==> config.mk <==
export PLATFORM = sky130hd
export DESIGN_NAME = pingpong_buffer
export DESIGN_NICKNAME = d
export VERILOG_FILES = /design/src/rtl/pingpong_pkg.sv /design/src/rtl/pingpong_bank_ram.sv /design/src/rtl/pingpong_buffer.sv
export SDC_FILE = /design/constraint.sdc
export NUM_CORES = 2
export LEC_CHECK = 0
export BUFFER_PORTS_ARGS = -buffer_cell sky130_fd_sc_hd__buf_4
export CELL_PAD_IN_SITES_DETAIL_PLACEMENT = 1
export CELL_PAD_IN_SITES_GLOBAL_PLACEMENT = 1
export CORE_ASPECT_RATIO = 1.5
export CORE_MARGIN = 5
export CORE_UTILIZATION = 35
export DETAILED_ROUTE_END_ITERATION = 10
export PLACE_DENSITY_LB_ADDON = 0.1
export SLEW_MARGIN = 20
export SYNTH_ARGS = -nofsm -noshare
export SYNTH_HDL_FRONTEND = slang
export SYNTH_SLANG_ARGS = --single-unit
==> constraint.sdc <==
create_clock -name CLK -period 3.1 [get_ports CLK]
set_input_delay 0.62 -clock CLK [delete_from_list [all_inputs] [get_ports CLK]]
set_output_delay 0.62 -clock CLK [all_outputs]
set_load 0.05 [all_outputs]
==> src/rtl/pingpong_pkg.sv <==
// pingpong_pkg: shared bank constants, bank-index type and parity helper for the ping-pong buffer.
package pingpong_pkg;
    localparam int NUM_BANKS = 2;
    typedef logic bank_t;
    function automatic logic parity(input logic [63:0] d);
        return ^d;
    endfunction
endpackage

==> src/rtl/pingpong_bank_ram.sv <==
// pingpong_bank_ram: simple dual-port synchronous RAM, one write port and one registered read port.
module pingpong_bank_ram #(
    parameter int W      = 17,
    parameter int ADDR_W = 6
) (
    input  logic              CLK,
    input  logic              RST_N,
    input  logic              we,
    input  logic [ADDR_W-1:0] waddr,
    input  logic [W-1:0]      wdata,
    input  logic              re,
    input  logic [ADDR_W-1:0] raddr,
    output logic [W-1:0]      rdata
);
    logic [W-1:0] mem [2**ADDR_W];

    always_ff @(posedge CLK)
        if (we) mem[waddr] <= wdata;

    // Storage is never reset; only the read register is, so the output starts at zero.
    always_ff @(posedge CLK or negedge RST_N)
        if (!RST_N) rdata <= '0;
        else if (re) rdata <= mem[raddr];
endmodule

==> src/rtl/pingpong_buffer.sv <==
// pingpong_buffer: double-buffered sample store with per-bank commit/release ownership handshake.
// Define PINGPONG_PARITY_EN to store even parity per word and add the rd_parity_err output.
module pingpong_buffer
    import pingpong_pkg::*;
#(
    parameter int DATA_W = 17,
    parameter int ADDR_W = 6,
    parameter int DROP_W = 16
) (
    input  logic              CLK,
    input  logic              RST_N,
    input  logic              wr_en,
    input  logic [ADDR_W-1:0] wr_addr,
    input  logic [DATA_W-1:0] wr_data,
    input  logic              wr_commit,
    output logic              wr_ready,
    input  logic              rd_en,
    input  logic [ADDR_W-1:0] rd_addr,
    output logic [DATA_W-1:0] rd_data,
    output logic              rd_valid,
    output logic              rd_bank_valid,
    input  logic              rd_release,
    output logic              wr_sel,
    output logic              rd_sel,
`ifdef PINGPONG_PARITY_EN
    output logic              rd_parity_err,
`endif
    output logic [DROP_W-1:0] drop_cnt
);
`ifdef PINGPONG_PARITY_EN
    localparam int MEM_W = DATA_W + 1;
`else
    localparam int MEM_W = DATA_W;
`endif

    logic [NUM_BANKS-1:0] full, full_nx;
    logic [MEM_W-1:0]     wword, q0, q1, qsel;
    bank_t                rd_src;
    logic                 wr_acc, commit, rd_acc, release_ok, drop;

    assign wr_ready      = !full[wr_sel];
    assign rd_bank_valid = full[rd_sel];
    assign wr_acc        = wr_en && wr_ready;
    assign commit        = wr_commit && wr_ready;
    assign rd_acc        = rd_en && rd_bank_valid;
    assign release_ok    = rd_release && rd_bank_valid;
    assign drop          = (wr_en || wr_commit) && !wr_ready;

`ifdef PINGPONG_PARITY_EN
    assign wword         = {parity(64'(wr_data)), wr_data};
    assign rd_parity_err = ^qsel;
`else
    assign wword         = wr_data;
`endif

    pingpong_bank_ram #(.W(MEM_W), .ADDR_W(ADDR_W)) u_ram0 (
        .CLK(CLK), .RST_N(RST_N),
        .we(wr_acc && wr_sel == 1'b0), .waddr(wr_addr), .wdata(wword),
        .re(rd_acc && rd_sel == 1'b0), .raddr(rd_addr), .rdata(q0)
    );

    pingpong_bank_ram #(.W(MEM_W), .ADDR_W(ADDR_W)) u_ram1 (
        .CLK(CLK), .RST_N(RST_N),
        .we(wr_acc && wr_sel == 1'b1), .waddr(wr_addr), .wdata(wword),
        .re(rd_acc && rd_sel == 1'b1), .raddr(rd_addr), .rdata(q1)
    );

    // Each RAM holds its last read word, so steering by the last-read bank keeps rd_data stable.
    assign qsel    = rd_src ? q1 : q0;
    assign rd_data = qsel[DATA_W-1:0];

    // Commit and release can only coincide on different banks, so both updates apply.
    always_comb begin
        full_nx = full;
        if (commit) full_nx[wr_sel] = 1'b1;
        if (release_ok) full_nx[rd_sel] = 1'b0;
    end

    always_ff @(posedge CLK or negedge RST_N)
        if (!RST_N) begin
            full     <= '0;
            wr_sel   <= 1'b0;
            rd_sel   <= 1'b0;
            rd_src   <= 1'b0;
            rd_valid <= 1'b0;
            drop_cnt <= '0;
        end else begin
            full     <= full_nx;
            wr_sel   <= commit ? !wr_sel : wr_sel;
            rd_sel   <= release_ok ? !rd_sel : rd_sel;
            rd_src   <= rd_acc ? rd_sel : rd_src;
            rd_valid <= rd_acc;
            drop_cnt <= (drop && drop_cnt != '1) ? drop_cnt + 1'b1 : drop_cnt;
        end
endmodule
==> flow_metrics.env <==
export IMPL_core_mm2=0.246
export IMPL_final_layout_size_suffix_gt1_share_pct=26.9
export IMPL_clock_sinks=2232
export IMPL_leakage_uw=0.0341
export IMPL_viasPerCell=5.26
export IMPL_max_freq_mhz=333
export IMPL_final_cells=8356
export IMPL_synth_cell_area_mm2=0.0865
export IMPL_setup_viol=0
export IMPL_dr_first_iter_drc_count=3152
export IMPL_rsz0062_at_grt="no"
export IMPL_drtPass1Iterations=5
export IMPL_cts_resized=0
export IMPL_postSynthAreaPerCell_um2=20.0
export IMPL_cp_arrival_ns=2.38
export IMPL_clk_latency_ns=0.87
export IMPL_htree_levels=4
export IMPL_ys_types=43
export IMPL_syn_num_nets=4366
export IMPL_start_util_pct=35.1
export IMPL_reg2regPathDepth=7
export IMPL_synthCells=4330
export IMPL_dieHeight_um=619
export IMPL_end_kind="primary output"
export IMPL_grt_usage_pct=20.0
export IMPL_pwr_share_comb_pct=9.4
export IMPL_cts_setup_buffers=0
export IMPL_cp_required_ns=2.48
export IMPL_die_area_mm2=0.257
export IMPL_ys_warn_count=0
export IMPL_internal_power_uw=50500
export IMPL_vdd_ir_drop_max_mv=0.439
export IMPL_root_buffer="clkbuf_16"
export IMPL_synthTopCellsByArea="edfxtp_1 76%, mux2i_1 7.1%, mux4_2 6.2%"
export IMPL_r2r_slack_ns=0.32
export IMPL_numCtsBuffers=224
export IMPL_tightest_slew_ns=1.20
export IMPL_hold_end="u_ram0.mem[15][9]$_DFFE_PP_"
export IMPL_yosysMostFrequentCell="edfxtp_1"
export IMPL_synth_largest_area_cell="edfxtp_1"
export IMPL_synth_top_area_share_pct=75.6
export IMPL_hold_viol_final=0
export IMPL_cts_tree="done"
export IMPL_final_max_slew_violation_count=0
export IMPL_relSlewSlack_pct=19.6
export IMPL_period_minus_slack_ns=3.00
export IMPL_ant_nets=0
export IMPL_cp_max_fo=18
export IMPL_num_vias=44000
export IMPL_grt_max_degree=129
export IMPL_gp_congestion=0.763
export IMPL_min_path_cells=1
export IMPL_die_width_um=416
export IMPL_startpoint_type="flop"
export IMPL_clock_skew_final_ns=0.0455
export IMPL_worst_setup_path_type="flop to primary output"
export IMPL_min_path_type="input pin to flop"
export IMPL_r2r_start="u_ram0.mem[50][12]$_DFFE_PP_"
export IMPL_pin_count=73
export IMPL_portBuffers=72
export IMPL_power_density_mw_per_mm2=651
export IMPL_total_power_uw=66700
export IMPL_num_rows=223
export IMPL_final_area_mm2=0.102
export IMPL_switching_power_uw=16200
export IMPL_synth_ff_type="edfxtp_1"
export IMPL_p_seq_share_pct=51.0
export IMPL_grt_pass1_wl_um=369000
export IMPL_swShare_pct=24.3
export IMPL_reg2reg_to="u_ram0.rdata[12]$_DFFE_PN0P_"
export IMPL_place_hpwl_um=168000
export IMPL_drt_total_wl_um=262000
export IMPL_synth_common_cells="2176 x edfxtp_1, 613 x mux2i_1, 238 x a22oi_1, 238 x mux4_2, 138 x nor2_1"
export IMPL_fin_crit_sh_pct=96.8
export IMPL_placed_area_mm2=0.0955
export IMPL_ys_seq_elements=2232
export IMPL_clock_power_share_pct=39.5
export IMPL_antenna_found_initial=21
export IMPL_min_from="wr_data[9]"
export IMPL_clk_pin_slew_worst_paths_ns=0.06
export IMPL_final_nets=4944
export IMPL_dpl_cell_count=7940
export IMPL_grt_pass1_vias=47300
export IMPL_synth_edff_count=2176
export IMPL_ys_async_sr_fraction_pct=2.51
export IMPL_status="complete, no violations"
export IMPL_grt_ovfl_total=0
export IMPL_cap_viol_max_count=0
export IMPL_clock_path_buffers=4
export IMPL_routedWlPerCell_um=31.4
export IMPL_syn_to_final_growth_pct=18.5
export IMPL_ys_seq_area_share_pct=77.2
export IMPL_drc=0
==> cells in the final DEF, fill, tap and decap left out, types with 10 or more instances in the layout <==
master / instances
clkbuf_16: 228
clkinv_1: 30
bufinv_16: 11
clkinv_2: 40
mux2i_1: 613
a21oi_1: 38
a221o_1: 34
nor2_2: 103
dfrtp_1: 56
clkbuf_8: 22
edfxtp_1: 2176
nor2_1: 34
a22o_1: 36
nor2b_1: 35
o211ai_1: 34
o22ai_1: 34
a2111oi_0: 52
nand3_1: 44
buf_4: 498
nand2_1: 27
mux4_2: 238
xnor2_1: 11
mux2_2: 86
buf_12: 104
a22oi_1: 238
a2111oi_1: 10
o21ai_0: 34
inv_1: 12
a31oi_1: 36
clkbuf_1: 64
a211oi_1: 34
==> logic make-up (layout without fill, tap and decap cells) <==
logic type               count (synthesis)  count (layout)  share of synthesized area [%]
flip-flops                            2232            2232                           77.2
XOR/XNOR                                14              14                          0.142
adder cells (fa/ha/maj)                  1               1                         0.0145
AND/OR/NAND/NOR                        284             284                           1.54
AO/OA/AOI/OAI                          589             589                           5.07
other                                    0               7                              0
multiplexers                           937             937                           14.4
buffers and inverters                  273            1030                           1.62
==> metrics by stage <==
stage | setup TNS (ns) | worst slack (ns) | utilization (%) | hold slack, ns
5_1_grt | 0 | 0.0773 | 41.6 | 0.106
3_3_place_gp | -10.27 | -0.784 | 38.8 | 0.485
2_1_floorplan | 0 | 0.165 | - | 0.324
6_report | 0 | 0.100 | 41.6 | 0.149
4_1_cts | 0 | 0.0513 | 41.6 | 0.0793
3_5_place_dp | -10.28 | -0.787 | 38.8 | 0.497
==> flip-flops by register name, indices dropped and copies added (netlist names) <==
| name | cells |
|---|---|
| u_ram1.rdata | 17 |
| u_ram1.mem | 1088 |
| wr_sel | 1 |
| u_ram0.rdata | 17 |
| rd_valid | 1 |
| u_ram0.mem | 1088 |
| drop_cnt | 16 |
| rd_sel | 1 |
| rd_src | 1 |
| full | 2 |
==> metal layers <==
| layer | global-route usage, % | part of all wire, % | wire [um] |
|---|---|---|---|
| met1 | 25.0 | 40 | 106000 |
| met2 | 36.0 | 52 | 137000 |
| met3 | 2.65 | 3.8 | 9960 |
| met4 | 6.69 | 3.7 | 9720 |
| met5 | 0 | 0.016 | 41 |
==> repair_timing <==
item                                    4_1_cts  5_1_grt
endpoints found under the hold margin        33        0
hold buffers                                  4        0
endpoints found under the setup margin        0        0
==> worst max-delay path, stage by stage, from the launching register on <==
cell and delay [ns]:
dfrtp_1 0.32, buf_4 0.39, mux2_2 0.51, buf_4 0.23
==> worst max path at each step <==
stage / start / end / depth (start not counted) / slack [ns]
floorplan: wr_addr[0] / u_ram0.mem[41][0]$_DFFE_PP_ / 6 / 0.16
global placement: rd_addr[0] / u_ram0.rdata[12]$_DFFE_PN0P_ / 11 / -0.78
detailed placement: rd_addr[2] / u_ram1.rdata[7]$_DFFE_PN0P_ / 10 / -0.79
CTS: rd_src$_DFFE_PN0P_ / rd_data[8] / 3 / 0.05
global route: rd_src$_DFFE_PN0P_ / rd_data[7] / 3 / 0.08
finish: rd_src$_DFFE_PN0P_ / rd_data[7] / 3 / 0.10
==> layout make-up <==
type                            instances  area (um2)
Tap cell                             3262        4080
Sequential cell                      2232       66700
Inverter                               12        45.0
Fill cell                           23300      144000
Antenna cell                            7        17.5
Multi-Input combinational cell       1825       18700
Timing Repair Buffer                  613        5950
Clock inverter                         91         732
Clock buffer                          314        6250
==> power by group through the flow <==
stage | sequential, uW | clock (uW) | combinational, uW
5_1_grt | 34100 | 28400 | 6590
4_1_cts | 34000 | 27200 | 6440
6_report | 34100 | 26400 | 6280
2_1_floorplan | 34500 | 0 | 2930
3_5_place_dp | 34700 | 0 | 6430
3_3_place_gp | 34700 | 0 | 6380
Power figures use the tool's default switching activity.
